[config.mk]
export PLATFORM = sky130hd
export DESIGN_NAME = ram_sp_init
export DESIGN_NICKNAME = d
export VERILOG_FILES = /design/src/rtl/ram_pkg.sv /design/src/rtl/ram_array.sv /design/src/rtl/ram_sp_init.sv
export SDC_FILE = /design/constraint.sdc
export NUM_CORES = 1
export LEC_CHECK = 0
export ABC_AREA = 1
export ABC_CLOCK_PERIOD_IN_PS = 5350
export BUFFER_PORTS_ARGS = -buffer_cell sky130_fd_sc_hd__buf_2
export CORE_UTILIZATION = 35
export CTS_BUF_LIST = sky130_fd_sc_hd__clkbuf_4
export DETAILED_ROUTE_END_ITERATION = 12
export GPL_ROUTABILITY_DRIVEN = 0
export MAX_ROUTING_LAYER = met4
export PLACE_DENSITY_LB_ADDON = 0.12
export SLEW_MARGIN = 25
export SYNTH_ARGS = -nofsm -noshare
export SYNTH_HDL_FRONTEND = slang
export SYNTH_SLANG_ARGS = --single-unit
export TNS_END_PERCENT = 10
[constraint.sdc]
create_clock -name CLK -period 5.35 [get_ports CLK]
set_clock_uncertainty 0.1 [all_clocks]
set_input_delay 0.535 -clock CLK [delete_from_list [all_inputs] [get_ports CLK]]
set_output_delay 0.535 -clock CLK [all_outputs]
set_load 0.02 [all_outputs]
[src/rtl/ram_pkg.sv]
// rtl/ram_pkg.sv - shared types, constants and helpers for ram_sp_init
package ram_pkg;

    typedef enum logic {
        SWEEP = 1'b0,
        RUN   = 1'b1
    } state_e;

    localparam int RD_LAT_1 = 1;
    localparam int RD_LAT_2 = 2;

    function automatic int lane_width(input int dw, input int lanes);
        return dw / lanes;
    endfunction

endpackage

[src/rtl/ram_array.sv]
// rtl/ram_array.sv - lane-enabled storage array with one registered read port
module ram_array
    import ram_pkg::*;
#(
    parameter int AW    = 4,
    parameter int DW    = 8,
    parameter int LANES = 2
) (
    input  logic             clk_i,
    input  logic [AW-1:0]    addr_i,
    input  logic [DW-1:0]    wdata_i,
    input  logic [LANES-1:0] we_i,
    input  logic             re_i,
    output logic [DW-1:0]    rdata_o
);

    localparam int LW = lane_width(DW, LANES);

    logic [DW-1:0] mem_q [1<<AW];
    logic [DW-1:0] rdata_q;

    // Per-lane writes and registered read; no reset on storage or read register
    always_ff @(posedge clk_i) begin
        for (int i = 0; i < LANES; i++) begin
            if (we_i[i]) begin
                mem_q[addr_i][i*LW +: LW] <= wdata_i[i*LW +: LW];
            end
        end
        if (re_i) begin
            rdata_q <= mem_q[addr_i];
        end
    end

    assign rdata_o = rdata_q;

endmodule

[src/rtl/ram_sp_init.sv]
// rtl/ram_sp_init.sv - single-port RAM with clear sweep and selectable read latency (optional RAM_MASK_EN)
module ram_sp_init
    import ram_pkg::*;
#(
    parameter int            AW       = 4,
    parameter int            DW       = 8,
    parameter int            LANES    = 2,
    parameter int            RD_LAT   = 1,
    parameter logic [DW-1:0] INIT_VAL = '0,
    parameter logic [DW-1:0] MASK     = '1
) (
    input  logic             CLK,
    input  logic             RST,
    input  logic [AW-1:0]    A,
    input  logic [DW-1:0]    D,
    input  logic             EN,
    input  logic             WR,
    input  logic [LANES-1:0] BE,
    input  logic             CLR,
    output logic [DW-1:0]    Q,
    output logic             QV,
    output logic             BUSY
);

`ifdef RAM_MASK_EN
    localparam logic [DW-1:0] EFF_MASK = MASK;
`else
    // Mask disabled: every bit passes
    localparam logic [DW-1:0] EFF_MASK = MASK | ~MASK;
`endif

    state_e        state_q, state_d;
    logic [AW-1:0] cnt_q, cnt_d;

    logic             sweep_we;
    logic             acc_ok;
    logic             rd_en;
    logic             wr_en;
    logic [AW-1:0]    arr_addr;
    logic [DW-1:0]    arr_wdata;
    logic [LANES-1:0] arr_we;
    logic [DW-1:0]    arr_rdata;
    logic [DW-1:0]    rd_data;
    logic             v1_q;

    // Memory is left alone while RST is held; accesses only happen in RUN
    assign sweep_we  = (state_q == SWEEP) && !RST;
    assign acc_ok    = (state_q == RUN) && EN && !RST;
    assign rd_en     = acc_ok && !WR;
    assign wr_en     = acc_ok && WR;
    assign arr_addr  = sweep_we ? cnt_q : A;
    assign arr_wdata = sweep_we ? (INIT_VAL & EFF_MASK) : (D & EFF_MASK);
    assign arr_we    = sweep_we ? {LANES{1'b1}} : (wr_en ? BE : '0);
    assign BUSY      = (state_q == SWEEP);

    ram_array #(
        .AW    (AW),
        .DW    (DW),
        .LANES (LANES)
    ) u_array (
        .clk_i   (CLK),
        .addr_i  (arr_addr),
        .wdata_i (arr_wdata),
        .we_i    (arr_we),
        .re_i    (rd_en),
        .rdata_o (arr_rdata)
    );

    // Next state: sweep walks every address once; CLR is only honoured in RUN
    always_comb begin
        state_d = state_q;
        cnt_d   = cnt_q;
        case (state_q)
            SWEEP: begin
                cnt_d = cnt_q + 1'b1;
                if (&cnt_q) begin
                    state_d = RUN;
                end
            end
            RUN: begin
                if (CLR) begin
                    state_d = SWEEP;
                    cnt_d   = '0;
                end
            end
            default: state_d = SWEEP;
        endcase
    end

    // State and sweep counter registers
    always_ff @(posedge CLK) begin
        if (RST) begin
            state_q <= SWEEP;
            cnt_q   <= '0;
        end else begin
            state_q <= state_d;
            cnt_q   <= cnt_d;
        end
    end

    // First read-valid stage, tracks the array read register
    always_ff @(posedge CLK) begin
        if (RST) begin
            v1_q <= 1'b0;
        end else begin
            v1_q <= rd_en;
        end
    end

    assign rd_data = arr_rdata & EFF_MASK;

    if (RD_LAT == RD_LAT_2) begin : g_lat2
        logic          v2_q;
        logic [DW-1:0] q2_q;

        // Extra output stage; in-flight reads drain regardless of sweep state
        always_ff @(posedge CLK) begin
            if (RST) begin
                v2_q <= 1'b0;
                q2_q <= '0;
            end else begin
                v2_q <= v1_q;
                if (v1_q) begin
                    q2_q <= rd_data;
                end
            end
        end

        assign Q  = q2_q;
        assign QV = v2_q;
    end else begin : g_lat1
        logic have_q;

        // Array read register has no reset, so Q reads as zero until a read lands
        always_ff @(posedge CLK) begin
            if (RST) begin
                have_q <= 1'b0;
            end else if (rd_en) begin
                have_q <= 1'b1;
            end
        end

        assign Q  = have_q ? rd_data : '0;
        assign QV = v1_q;
    end

endmodule

Word-level counts from Yosys, hierarchy flattened
Memories as Yosys holds them, arrays and structs flattened. A register that Yosys moved wholly into a read port is not among the register bits.
Index checks and enable logic that the tools add are counted.
{"block": "totals", "reg_bits": 7, "output_inout_bits": 10, "in_bits": 19, "mem_bits_rw": 128, "memories": 1}
{"name": "u_array.mem_q", "words": 16, "word_bits": 8, "read_ports": 1, "rd_clocked_by_memory_dff": 1, "write_ports": 1, "line": "ram_array.sv:19", "source": "logic [DW-1:0] mem_q [1<<AW];"}
{"block": "classes", "mux": 14, "n_addsub": 1, "n_eq_ne": 1, "n_reduce_logical": 8, "bitwise_logic": 1}
{"operator": "$mux W8", "count": 2}
{"operator": "$mux W4", "count": 2}
{"operator": "$pmux W4 S2", "count": 1}
{"operator": "$mux W1", "count": 6}
{"operator": "$logic_and A1 B1 Y1", "count": 5}
{"operator": "$add A4 B1 Y4 const B", "count": 1}
{"operator": "$mux W2", "count": 2}
{"operator": "$reduce_and A4 Y1", "count": 1}
{"operator": "$logic_not A1 Y1", "count": 2}
{"operator": "$ne A2 B2 Y1 const B", "count": 1}
{"operator": "$pmux W1 S2", "count": 1}
{"operator": "$not A1 Y1", "count": 1}

Depth between registers and ports, before layout
{"block": "depth", "ltp_word": 7, "ltp_mapped": 14, "ltp_nobuf": 12}

By module
A second synthesis with hierarchy kept.
{"block": "unflattened", "cells_unflattened": 659, "area_unflattened_um2": 6272.3}
{"module": "ram_array", "area_each_um2": 5786.8, "n_inst": 1, "cells_per_inst": 568}
{"module": "ram_sp_init", "area_each_um2": 485.5, "n_inst": 1, "cells_per_inst": 91}

Least setup slack after synthesis
Ideal clock, no wire load.
{"block": "synth_path", "path_type": "in2reg", "from": "in RST", "to": "mem u_array.mem_q[4][0] (enable)", "setup_time_ns": 0.361, "n_path_buf": 1, "slack_ns": 3.054, "stages": 7, "t_required_ns": 4.889, "arrival_time_ns": 1.834, "cell_sequence": "buf_4 -> nor2_4 -> or2_2 -> o21ai_2 -> nor2_2 -> inv_1 -> nor3_1"}
{"block": "synth_via", "elab_chain_len": 7, "elab_cells_between_ends": 9}
{"element": "start: declaration", "line": "ram_sp_init.sv:13", "source": "input logic RST,"}
{"element": "$logic_not A1 Y1 (*)", "line": "ram_sp_init.sv:47, ram_sp_init.sv:48"}
{"element": "$logic_and A1 B1 Y1", "line": "ram_sp_init.sv:48", "source": "assign acc_ok = (state_q == RUN) && EN && !RST;"}
{"element": "$logic_and A1 B1 Y1", "line": "ram_sp_init.sv:50", "source": "assign wr_en = acc_ok && WR;"}
{"element": "$mux W2 (2 in series)", "line": "ram_sp_init.sv:53", "source": "assign arr_we = sweep_we ? {LANES{1'b1}} : (wr_en ? BE : '0);"}
{"element": "$mux W1", "line": "ram_array.sv:25", "source": "if (we_i[i]) begin"}
{"element": "$mux W1 (not written as such)", "line": "ram_array.sv:26", "source": "mem_q[addr_i][i*LW +: LW] <= wdata_i[i*LW +: LW];"}
{"element": "end: declaration", "line": "ram_array.sv:19"}
Every way passes the cells marked *; elsewhere a longest branch is shown, timed or not.

Worst setup path after layout
{"block": "layout_path", "from": "reg state_q", "to": "mem u_array.mem_q[12][3] (enable)"}
{"block": "layout_via", "elab_chain_len": 7, "elab_cells_between_ends": 10}
{"element": "start: declaration", "line": "ram_sp_init.sv:32", "source": "state_e state_q, state_d;"}
{"element": "start signal: assignment", "line": "ram_sp_init.sv:96", "source": "state_q <= state_d;"}
{"element": "$logic_and A1 B1 Y1 (2 in series)", "line": "ram_sp_init.sv:48"}
{"element": "$logic_and A1 B1 Y1", "line": "ram_sp_init.sv:50"}
{"element": "$mux W2 (2 in series)", "line": "ram_sp_init.sv:53"}
{"element": "$mux W1", "line": "ram_array.sv:25"}
{"element": "$mux W1 (not written as such)", "line": "ram_array.sv:26"}
Several ways; a longest one is shown, not always the timed one.

==> results_dict.tcl <==
set metrics [dict create \
    syn_inst 658 \
    drtIter0Drc 268 \
    nFillCells 1814 \
    rows 49 \
    synth_fa_ha_area_share_pct 0.195 \
    ys_types 26 \
    vias 4604 \
    synth_flop_cell "edfxtp_1" \
    core-area_um2 18000 \
    root_buffer "clkbuf_4" \
    crit_path_top_delay_cell "nor3_1" \
    hold_violations 0 \
    clkTransAtPathRegs_ns 0.13 \
    synthSimpleGateAreaFrac_pct 27.7 \
    finalMaxSlewViolations 0 \
    place_ws_ns 1.38 \
    worst_skew_pair.late_latency_ns 0.56 \
    syn_to_final_growth_pct 10.1 \
    post-cts-setup-buffers 0 \
    firstDrtPassIters 5 \
    cts_tree "built" \
    die_area_um2 18900 \
    synth_compound_gate_area_share_pct 1.11 \
    grt_pass1_vias 4437 \
    path_class "reg -> reg" \
    grt_max_degree 58 \
    postLayoutCoreUtil_pct 39.4 \
    die_w_um 138 \
    p_leak_nw 2.96 \
    clockBufferDepth 2 \
    avgSynthCellArea_um2 9.77 \
    cap_violations 0 \
    avgViaCountPerCell 4.97 \
    synthXorXnorAreaFrac_pct 0.136 \
    hpwl_um 10500 \
    place_area_um2 6790 \
    setup.worst_path.start_class "flop" \
    finalCritPeriodShare_pct 59.9 \
    synthMostInstantiatedCell "nand2_1" \
    crit_required_ns 5.44 \
    grtUsageTotal_pct 19.1 \
    setup_viol 0 \
    synth_top_family_by_area "simple AND/OR/NAND/NOR gates" \
    worst_slack_ns 2.15 \
    synth_enable_flop_cells 136 \
    synthTopCellsByCount "nand2_1, edfxtp_1, nand3_1" \
    post_drt_wl_per_cell_um 17.6 \
    netlist.area_leader.share_pct 63.5 \
    mappedNetlistArea_um2 6430 \
    io_buffers 28 \
    synth.top_cells.by_area "edfxtp_1, nand2_1, nand3_1" \
    slew_headroom_pct 37.9 \
    status "complete, no violations" \
    clock.fmax_mhz 312 \
    fin_nets 703 \
    htree_num_levels 4 \
    hold_path.class "in -> reg" \
    muxShareOfSynthArea_pct 0 \
    io_pins 29 \
    path_buf_inv 0 \
    arrival_ns 3.30 \
    yosysWarnings 0 \
    routed_wirelength_um 16300 \
    post_cts_resize_count 0 \
    ys_async_sr_fraction_pct 0 \
    synth_nets 678 \
    powerDensity_nw_per_um2 304 \
    worst_pin_slew_ns 0.930 \
    die_y_um 138 \
    ir_worst_vdd_uv 201 \
    period_needed_ns 3.20 \
    route.detailed.drc 0 \
    seq_area_frac_synth_pct 65.7 \
    antenna_left 0 \
    crit_family "simple AND/OR/NAND/NOR gates" \
    grt_overflow 0 \
    multiInputGateArea_um2 1910 \
    final_cell_area_um2 7080 \
    grt_antenna_before_repair 1 \
    cp_slowest_stage_delay_ns 0.57 \
    setup_tns_ns 0 \
    clock-sinks 143 \
    grt_setup_unrepaired "no" \
    crit_top_cell "nand2_1" \
    crit_path_max_fanout 33 \
    start_util_pct 35.8 \
    grt_pass1_wl_um 25000 \
    ys_ff_latch 143 \
    power_w 0.00215 \
    cts_buffers 17 \
    path_cells "nor2_4 > nand2_2 > nand2_1 > nand2_1 > nor3_1" \
    endpoint_kind "flop" \
    synth_top_cell_by_area "edfxtp_1" \
    ctsHoldBuffers 0 \
    reg2reg_slack_ns 2.15 \
    ff_latch_area_um2 4220 \
    drive_above_1_share_pct 13.4 \
]
## per-stage QoR
step | cells | hold slack [ns]
2_1_floorplan | 658 | 0.385
3_3_place_gp | 893 | 0.421
3_5_place_dp | 893 | 0.421
4_1_cts | 925 | 0.0684
5_1_grt | 927 | 0.105
6_report | 927 | 0.149
## sequential cells by signal, summed over array words and instances (netlist names)
name,flops
u_array.mem_q,128
u_array.rdata_o,8
cnt_q,4
QV,1
g_lat1.have_q,1
state_q,1
## cells by family (layout without fill, tap and decap cells)
logic type      count (synthesis)  count (layout)
simple gates                  425             425
other cells                     0               2
xor+xnor                        1               1
flops                         143             143
fa+ha+maj                       1               1
compound gates                 11              11
buf+inv                        77             115
## placed cells by master, fill, tap and decap left out, types with 2 or more instances in the layout
cell type / synthesis / final
dfxtp_1: 7 / 7
buf_2: 15 / 28
nor3_1: 33 / 33
nand2_2: 4 / 7
clkbuf_4: 1 / 18
a31oi_1: 2 / 2
diode_2: 0 / 2
inv_2: 6 / 6
edfxtp_1: 136 / 136
nand2_1: 280 / 277
a21oi_1: 3 / 3
nor2_1: 13 / 9
clkinvlp_4: 0 / 5
clkinv_4: 0 / 2
o21ai_0: 2 / 2
buf_4: 5 / 10
nor2_2: 1 / 5
o21ai_2: 2 / 2
nand3_1: 89 / 89
inv_6: 0 / 4
inv_1: 39 / 39
nor2_4: 2 / 2
## final cells by class
cell class              instances  area share, %
multi-input cells             438           27.0
repair buffers                 38           3.04
diodes                          2         0.0707
clock buffers                  18           1.91
clock inverters                14           1.91
well taps                     229           4.05
inverters                      45           2.39
flip-flops and latches        143           59.7
## worst paths after layout
kind	from	end	cells past startpoint
hold reg to reg	cnt_q[2]	cnt_q[2]	2
hold / removal	WR	QV	2
setup / recovery	state_q	u_array.mem_q[12][3]	5
setup reg to reg	state_q	u_array.mem_q[12][3]	5
## report_power, final
group,switching [W],internal (W)
registers,0.00000595,0.00124
clock network,0.000413,0.000243
logic,0.000184,0.0000624
total,0.000604,0.00155
## metal layers
metal	wire length [um]	global-route usage [%]	up-vias	share of wire, %
li1	-	-	2256	-
met1	7660	25.4	2189	47
met2	7500	28.8	135	46
met3	828	3.90	24	5.1
met4	360	7.14	0	2.2
met5	0	-	-	0
Note: power is estimated with default switching activity, not from simulation.
